<file path="src/rtl/lsu_pkg.sv">
// Shared types and RV32I width codes for the load/store unit.
package lsu_pkg;

    typedef enum logic [1:0] {
        IDLE  = 2'd0,
        READ  = 2'd1,
        WRITE = 2'd2,
        RESP  = 2'd3
    } lsu_state_t;

    localparam logic [2:0] F3_B  = 3'b000;
    localparam logic [2:0] F3_H  = 3'b001;
    localparam logic [2:0] F3_W  = 3'b010;
    localparam logic [2:0] F3_BU = 3'b100;
    localparam logic [2:0] F3_HU = 3'b101;

    // Stores have no unsigned variants, so only B/H/W are legal for them.
    function automatic logic f3_legal(input logic is_store, input logic [2:0] f3);
        if (is_store) return (f3 == F3_B) || (f3 == F3_H) || (f3 == F3_W);
        return (f3 == F3_B) || (f3 == F3_H) || (f3 == F3_W) ||
               (f3 == F3_BU) || (f3 == F3_HU);
    endfunction

    function automatic logic misaligned(input logic [2:0] f3, input logic [1:0] lane);
        case (f3)
            F3_H, F3_HU: return lane[0];
            F3_W:        return lane != 2'b00;
            default:     return 1'b0;
        endcase
    endfunction

endpackage

</file>
<file path="src/rtl/lsu_align.sv">
// Byte/halfword lane handling: load extract with sign/zero extension and store merge.
module lsu_align
    import lsu_pkg::*;
(
    input  logic [31:0] load_word,
    input  logic [1:0]  lane,
    input  logic [2:0]  funct3,
    output logic [31:0] load_data,
    input  logic [31:0] old_word,
    input  logic [31:0] wdata,
    output logic [31:0] store_word
);

    logic [7:0]  sel_byte;
    logic [15:0] sel_half;

    always_comb begin
        // NOTE: every output gets a default first so no path can infer a latch.
        load_data = load_word;
        sel_byte  = load_word[{lane, 3'b000} +: 8];
        sel_half  = lane[1] ? load_word[31:16] : load_word[15:0];
        case (funct3)
            F3_B:    load_data = {{24{sel_byte[7]}}, sel_byte};
            F3_BU:   load_data = {24'd0, sel_byte};
            F3_H:    load_data = {{16{sel_half[15]}}, sel_half};
            F3_HU:   load_data = {16'd0, sel_half};
            default: load_data = load_word;
        endcase
    end

    always_comb begin
        store_word = old_word;
        case (funct3)
            F3_B: store_word[{lane, 3'b000} +: 8] = wdata[7:0];
            F3_H: begin
                if (lane[1]) store_word[31:16] = wdata[15:0];
                else         store_word[15:0]  = wdata[15:0];
            end
            default: store_word = wdata;
        endcase
    end

endmodule

</file>
<file path="src/rtl/load_store_unit.sv">
// Load/store initiator: one request at a time, word-wide memory port, RMW for SB/SH.
module load_store_unit
    import lsu_pkg::*;
#(
    parameter int DEPTH_WORDS = 512,
    parameter int ADDR_W      = 9
) (
    input  logic              clock,
    input  logic              reset,
    input  logic              req_valid,
    output logic              req_ready,
    input  logic              req_store,
    input  logic [2:0]        req_funct3,
    input  logic [31:0]       req_addr,
    input  logic [31:0]       req_wdata,
    output logic              resp_valid,
    input  logic              resp_ready,
    output logic [31:0]       resp_rdata,
    output logic              resp_err,
    output logic [ADDR_W-1:0] mem_addr,
    output logic [31:0]       mem_wdata,
    output logic              mem_read,
    output logic              mem_write,
    input  logic [31:0]       mem_rdata
);

    lsu_state_t        state;
    logic              store_q;
    logic [2:0]        funct3_q;
    logic [ADDR_W+1:0] addr_q;
    logic [31:0]       wdata_q;
    logic [31:0]       rdata_q;
    logic [31:0]       resp_rdata_q;
    logic              resp_err_q;

    logic              req_error;
    logic [31:0]       load_data;
    logic [31:0]       store_word;

    assign req_error = !f3_legal(req_store, req_funct3) ||
                       misaligned(req_funct3, req_addr[1:0]) ||
                       (req_addr[31:2] >= 30'(DEPTH_WORDS));

    lsu_align u_align (
        .load_word  (mem_rdata),
        .lane       (addr_q[1:0]),
        .funct3     (funct3_q),
        .load_data  (load_data),
        .old_word   (rdata_q),
        .wdata      (wdata_q),
        .store_word (store_word)
    );

    always_ff @(posedge clock or posedge reset) begin
        if (reset) begin
            state        <= IDLE;
            store_q      <= 1'b0;
            funct3_q     <= '0;
            addr_q       <= '0;
            wdata_q      <= '0;
            rdata_q      <= '0;
            resp_rdata_q <= '0;
            resp_err_q   <= 1'b0;
        end else begin
            // NOTE: non-blocking assignments keep every register sampling pre-edge values.
            case (state)
                IDLE: begin
                    if (req_valid) begin
                        store_q      <= req_store;
                        funct3_q     <= req_funct3;
                        addr_q       <= req_addr[ADDR_W+1:0];
                        wdata_q      <= req_wdata;
                        resp_rdata_q <= '0;
                        resp_err_q   <= req_error;
                        if (req_error)                          state <= RESP;
                        else if (req_store && req_funct3 == F3_W) state <= WRITE;
                        else                                    state <= READ;
                    end
                end
                READ: begin
                    rdata_q <= mem_rdata;
                    if (store_q) begin
                        state <= WRITE;
                    end else begin
                        resp_rdata_q <= load_data;
                        state        <= RESP;
                    end
                end
                WRITE: state <= RESP;
                RESP: begin
                    if (resp_ready) begin
                        resp_rdata_q <= '0;
                        resp_err_q   <= 1'b0;
                        state        <= IDLE;
                    end
                end
                default: state <= IDLE;
            endcase
        end
    end

    // Memory port is decoded from state so reset drops it immediately.
    assign req_ready  = (state == IDLE);
    assign resp_valid = (state == RESP);
    assign resp_rdata = resp_rdata_q;
    assign resp_err   = resp_err_q;
    assign mem_read   = (state == READ);
    assign mem_write  = (state == WRITE);
    assign mem_addr   = (mem_read || mem_write) ? addr_q[ADDR_W+1:2] : '0;
    assign mem_wdata  = mem_write ? store_word : '0;

endmodule

</file>
<file path="config.mk">
export PLATFORM = sky130hd
export DESIGN_NAME = load_store_unit
export DESIGN_NICKNAME = d
export VERILOG_FILES = /design/src/rtl/lsu_pkg.sv /design/src/rtl/lsu_align.sv /design/src/rtl/load_store_unit.sv
export SDC_FILE = /design/constraint.sdc
export NUM_CORES = 1
export LEC_CHECK = 0
export CELL_PAD_IN_SITES_DETAIL_PLACEMENT = 0
export CELL_PAD_IN_SITES_GLOBAL_PLACEMENT = 2
export CORE_MARGIN = 4
export CORE_UTILIZATION = 35
export CTS_BUF_LIST = sky130_fd_sc_hd__clkbuf_16
export DETAILED_ROUTE_END_ITERATION = 8
export DONT_BUFFER_PORTS = 1
export PLACE_DENSITY_LB_ADDON = 0.1
export SLEW_MARGIN = 20
export SYNTH_ARGS = -nofsm -noshare
export SYNTH_HDL_FRONTEND = slang
export SYNTH_SLANG_ARGS = --single-unit
</file>
<file path="constraint.sdc">
create_clock -name clock -period 4.8 [get_ports clock]
set_clock_uncertainty 0.1 [all_clocks]
set_input_delay 0.48 -clock clock [delete_from_list [all_inputs] [get_ports clock]]
set_output_delay 0.48 -clock clock [all_outputs]
set_load 0.005 [all_outputs]
</file>
# Word level (Yosys, flattened, before mapping)
# Cells that the tools add are included.
# word_totals
regBits	114
out_inout_bits	78
input_bits	104
# classes
n_eq_ne	13
n_shift	3
magnitude_cmp	1
n_reduce_logical	20
muxes	25
add_sub_neg	1
# op_table
op	n
32-bit two-way mux	4
32-bit one-hot mux with 4 select lines	1
32-bit one-hot mux with 3 select lines	1
32-bit one-hot mux with 2 select lines	1
16-bit two-way mux	3
32-bit bitwise mux	1
8-bit by 7-bit variable shift with 32-bit output, first input constant	1
32-bit by 6-bit indexed part select with 8-bit output	1
8-bit by 7-bit indexed part select with 32-bit output	1
30-bit by 10-bit >= comparator with 1-bit output, second input constant	1
3-bit == test, second input constant	4
9-bit two-way mux	1
2-bit two-way mux	4
2-bit one-hot mux with 4 select lines	1
1-bit logical OR	7
5-bit negation with 7-bit output	1
3-bit by 1-bit == test with 1-bit output, second input constant	2
3-bit logical NOT	2
1-bit two-way mux	6
2-bit == test, second input constant	2
2-bit != test, second input constant	2
1-bit one-hot mux with 2 select lines	2
2-bit AND reduction	2
4-bit AND reduction	1
10 further kinds	11

# Longest topological paths before layout
# logic_depth
depth_word	12
ltp_mapped	9

# Cells and area by module
# From an unflattened synthesis, not the netlist that was laid out.
# unflattened
cells_unflattened	696
area_unflattened_um2	6930.4
# by_module_without_submodules
module	cells_per_inst	area_per_inst_um2	n_inst
load_store_unit	391	4988.5	1
lsu_align	305	1941.9	1

# Worst setup path after synthesis
# OpenSTA, ideal clock, no wires.
# synth_timing
kind	flip-flop to output port
start	register addr_q[1]
end	output mem_wdata[15]
slack_ps	2001
n_path_buf	3
path_stages_with_launch	10
arrival_ps	2219
cell_sequence	dfrtp_1 buf_2 inv_1 clkbuf_1 ha_1 and4b_1 clkbuf_1 a22o_1 a222oi_1 nor2b_1
# synth_between
elab_chain_cells	5
elab_cells_between_ends	7
# synth_rtl
element	line	source
from (decl)	load_store_unit.sv:30	logic [ADDR_W+1:0] addr_q;
from (signal assigned)	load_store_unit.sv:71	addr_q <= req_addr[ADDR_W+1:0];
5-bit negation with 7-bit output	lsu_align.sv:34	F3_B: store_word[{lane, 3'b000} +: 8] = wdata[7:0];
8-bit by 7-bit indexed part select with 32-bit output or 8-bit by 7-bit variable shift with 32-bit output (tied branches)	lsu_align.sv:34	
32-bit bitwise mux	lsu_align.sv:34	
32-bit one-hot mux with 2 select lines *	lsu_align.sv:33	case (funct3)
32-bit two-way mux *	load_store_unit.sv:110	assign mem_wdata = mem_write ? store_word : '0;
to (decl)	load_store_unit.sv:21	output logic [31:0] mem_wdata,
# Mark *: on every way between the ends. The rest lies on a longest branch, timed or not.

# Worst setup path after layout
# layout_timing
start	register funct3_q[1]
end	output mem_wdata[12]
# layout_between
elab_chain_cells	3
elab_cells_between_ends	4
# layout_rtl
element	line	source
from (decl)	load_store_unit.sv:29	logic [2:0] funct3_q;
from (signal assigned)	load_store_unit.sv:70	funct3_q <= req_funct3;
3-bit by 1-bit == test with 1-bit output or 3-bit logical NOT (tied branches)	lsu_align.sv:33	
32-bit one-hot mux with 2 select lines *	lsu_align.sv:33	
32-bit two-way mux *	load_store_unit.sv:110	
# Marked as above.

==> reports/qor.yml <==
status: "finished, final reports clean"
hold_class: "input port to async pin"
grtUsageMet1_pct: 27.1
netlist.area_leader.share_pct: 48.1
required_ns: 4.22
finalMaxSlewViolations: 0
power.switching_mw: 2.03
cp_slowest_cell: "dfrtp_1"
multiInputGateArea_mm2: 0.00291
p_leak_nw: 2.73
setup_viol: 0
drtAntennaViolNets: 0
drt_wl_total_um: 18800
finalNonFillerCells: 735
final_cell_area_mm2: 0.00668
rsz0062_at_grt: "no"
cts_tree: "built"
path_depth: 4
crit_fanout: 24
pwr-share-clk_pct: 23.8
diodes: 0
fmax_ghz: 0.313
grt_max_degree: 70
crit_buf_inv: 0
p_comb_share_pct: 40.5
insertion_delay_ns: 0.41
critPathKind: "flop to output pin"
cts_resized: 0
ys_ff_latch: 114
tightest_slew_ns: 0.925
rr_startpoint: "state[0]"
ff2ff_setup_slack_ns: 2.19
dp_cells: 703
syn_nets: 625
hpwl_um: 14000
grt_pass1_wl_um: 29200
swShare_pct: 39.8
cts_hold_buf: 0
syn_area_mm2: 0.00593
ir_drop_uv: 310
ff2ff_path_depth: 7
synth-edff-count: 0
die-area_mm2: 0.0191
drt-wirelength-per-cell_um: 25.6
clkSinkCount: 114
final_cell_mix: "dfrtp_1, mux2_2, o21ai_0, or3_1, nor2b_1"
endpoint: "mem_wdata[12]"
grt.met2_usage_pct: 30.4
reg2reg_to: "resp_rdata[28]"
clk_pin_slew_ns: 0.05
cts_setup_buffers: 0
final-hold-violation-count: 0
drive_above_1_share_pct: 25.0
first_global_vias: 4541
dr.pass1.iters: 5
synth_ff_type: "dfrtp_1"
gp_congestion: 0.820
crit_path_end_kind: "output pin"
via_per_inst: 5.90
start_kind: "flop"
yosysWarnings: 0
max_slew_margin_pct: 38.1
cts-root-buf: "clkbuf_16"
io_pins: 182
core_mm2: 0.0166
start_util_pct: 35.8
critPathTopFamily: "simple AND/OR/NAND/NOR gates"
io_buffers: 0
areaGrowthSynthToFinish_pct: 12.6
dieWidth_um: 138
syn_inst: 512
cellPowerDensity_mw_per_mm2: 765
drtIter0Drc: 417
ys_top_cells_by_area: "dfrtp_1, mux2_2, o21ai_0, a221o_1, a221oi_1"
drcViolationCount: 0
n_fill_cell: 1631
synth.distinct_cells: 51
p_int_mw: 3.08
critPathMaxStageDelay_ns: 0.68
die_h_um: 138
crit_start: "funct3_q[1]"
cap_violations: 0
cts_buffers: 17
layout_commonest_cell: "dfrtp_1"
htreeDepth: 4
gr-total-overflow: 0
antenna_found_initial: 0
final.setup.tns_ns: 0
num_vias: 4340
path_cells: "or2_2 -> nor3_2 -> a222oi_1 -> nor2b_1"
fin_nets: 615
async_flop_share_pct: 100
grtUsageMet3_pct: 6.39
timing.final.crit_share_pct: 66.6
arrival_ns: 2.61
grt-busiest-layer: "met2"
period_needed_ns: 3.19
rows: 47
clock_path_buffers: 2
synth_seq_area_share_pct: 48.1
grt_usage_pct: 19.9
regArea_mm2: 0.00285
yosys.area.top_type: "dfrtp_1"
placed_cell_area_mm2: 0.00610
avgSynthCellArea_um2: 11.6
seq_power_share_pct: 35.7
kinds of logic after synthesis:
group                    count (synthesis)  share of synthesized area (%)
multiplexers                            91                           17.3
adder cells (fa/ha/maj)                  9                           1.90
AND/OR/NAND/NOR                        116                           12.0
flip-flops                             114                           48.1
AO/OA/AOI/OAI                          140                           17.7
buffers and inverters                   42                           2.97
area by class of cell:
class / count / share of cell area [%]
clock buffers: 17 / 6.37
clock inverters: 15 / 2.15
inverters: 8 / 0.487
multi-input cells: 356 / 43.6
flip-flops and latches: 114 / 42.7
well taps: 220 / 4.12
repair buffers: 5 / 0.562
registers in the layout, indices dropped and copies added, names as in the netlist:
name,flops
resp_err,1
rdata_q,32
wdata_q,32
funct3_q,3
state,2
resp_rdata,32
addr_q,11
store_q,1
metrics by stage:
step	hold WS, ns	setup slack [ns]	util, %	power [mW]
6_report	0.0158	1.61	40.3	5.11
5_1_grt	0.0851	1.43	40.3	5.49
4_1_cts	0.0518	1.56	40.2	5.18
3_5_place_dp	0.388	2.01	36.8	3.94
3_3_place_gp	0.384	2.05	36.8	3.89
2_1_floorplan	0.371	1.20	-	3.31
synth_stat cells, types with 9 or more instances:
library cell and n:
nand2_1 14, o21ai_0 34, nor2_1 18, nand2b_1 11, mux2_2 82, dfrtp_1 114
a221o_1 16, a21oi_1 15, clkbuf_1 19, a221oi_1 16, or3_1 21, nor2b_1 19
and2_1 11, ha_1 9, a22o_1 9
power groups by stage:
stage          clock network [mW]  logic (mW)  registers (mW)
6_report                     1.21        2.07            1.82
5_1_grt                      1.29        2.31            1.88
4_1_cts                      1.24        2.11            1.82
3_5_place_dp                    0        2.10            1.83
3_3_place_gp                    0        2.06            1.82
2_1_floorplan                   0        1.72            1.60
routing by layer:
metal	wire (µm)	share of wire (%)	vias up
li1	-	-	1953
met1	8370	44	2200
met2	8730	46	167
met3	1430	7.6	20
met4	278	1.5	0
met5	0	0	-
worst min-delay path by stage:
stage                           to  slack, ns  depth (start not counted)        start
floorplan                addr_q[2]       0.37                          1    addr_q[2]
global placement         addr_q[4]       0.38                          1    addr_q[4]
detailed placement     wdata_q[16]       0.39                          1  wdata_q[16]
CTS                 resp_rdata[11]       0.05                          1        reset
global route        resp_rdata[11]       0.09                          1        reset
finish              resp_rdata[12]       0.02                          1        reset
worst register-to-register path: cells and delay by family, from the launching register on:
kind,cells,cell delay [ns]
compound gates,1,0.25
fa+ha+maj,1,0.34
simple gates,3,1.05
buf+inv,2,0.39
flops,1,0.41
(Power assumes the default switching activity.)
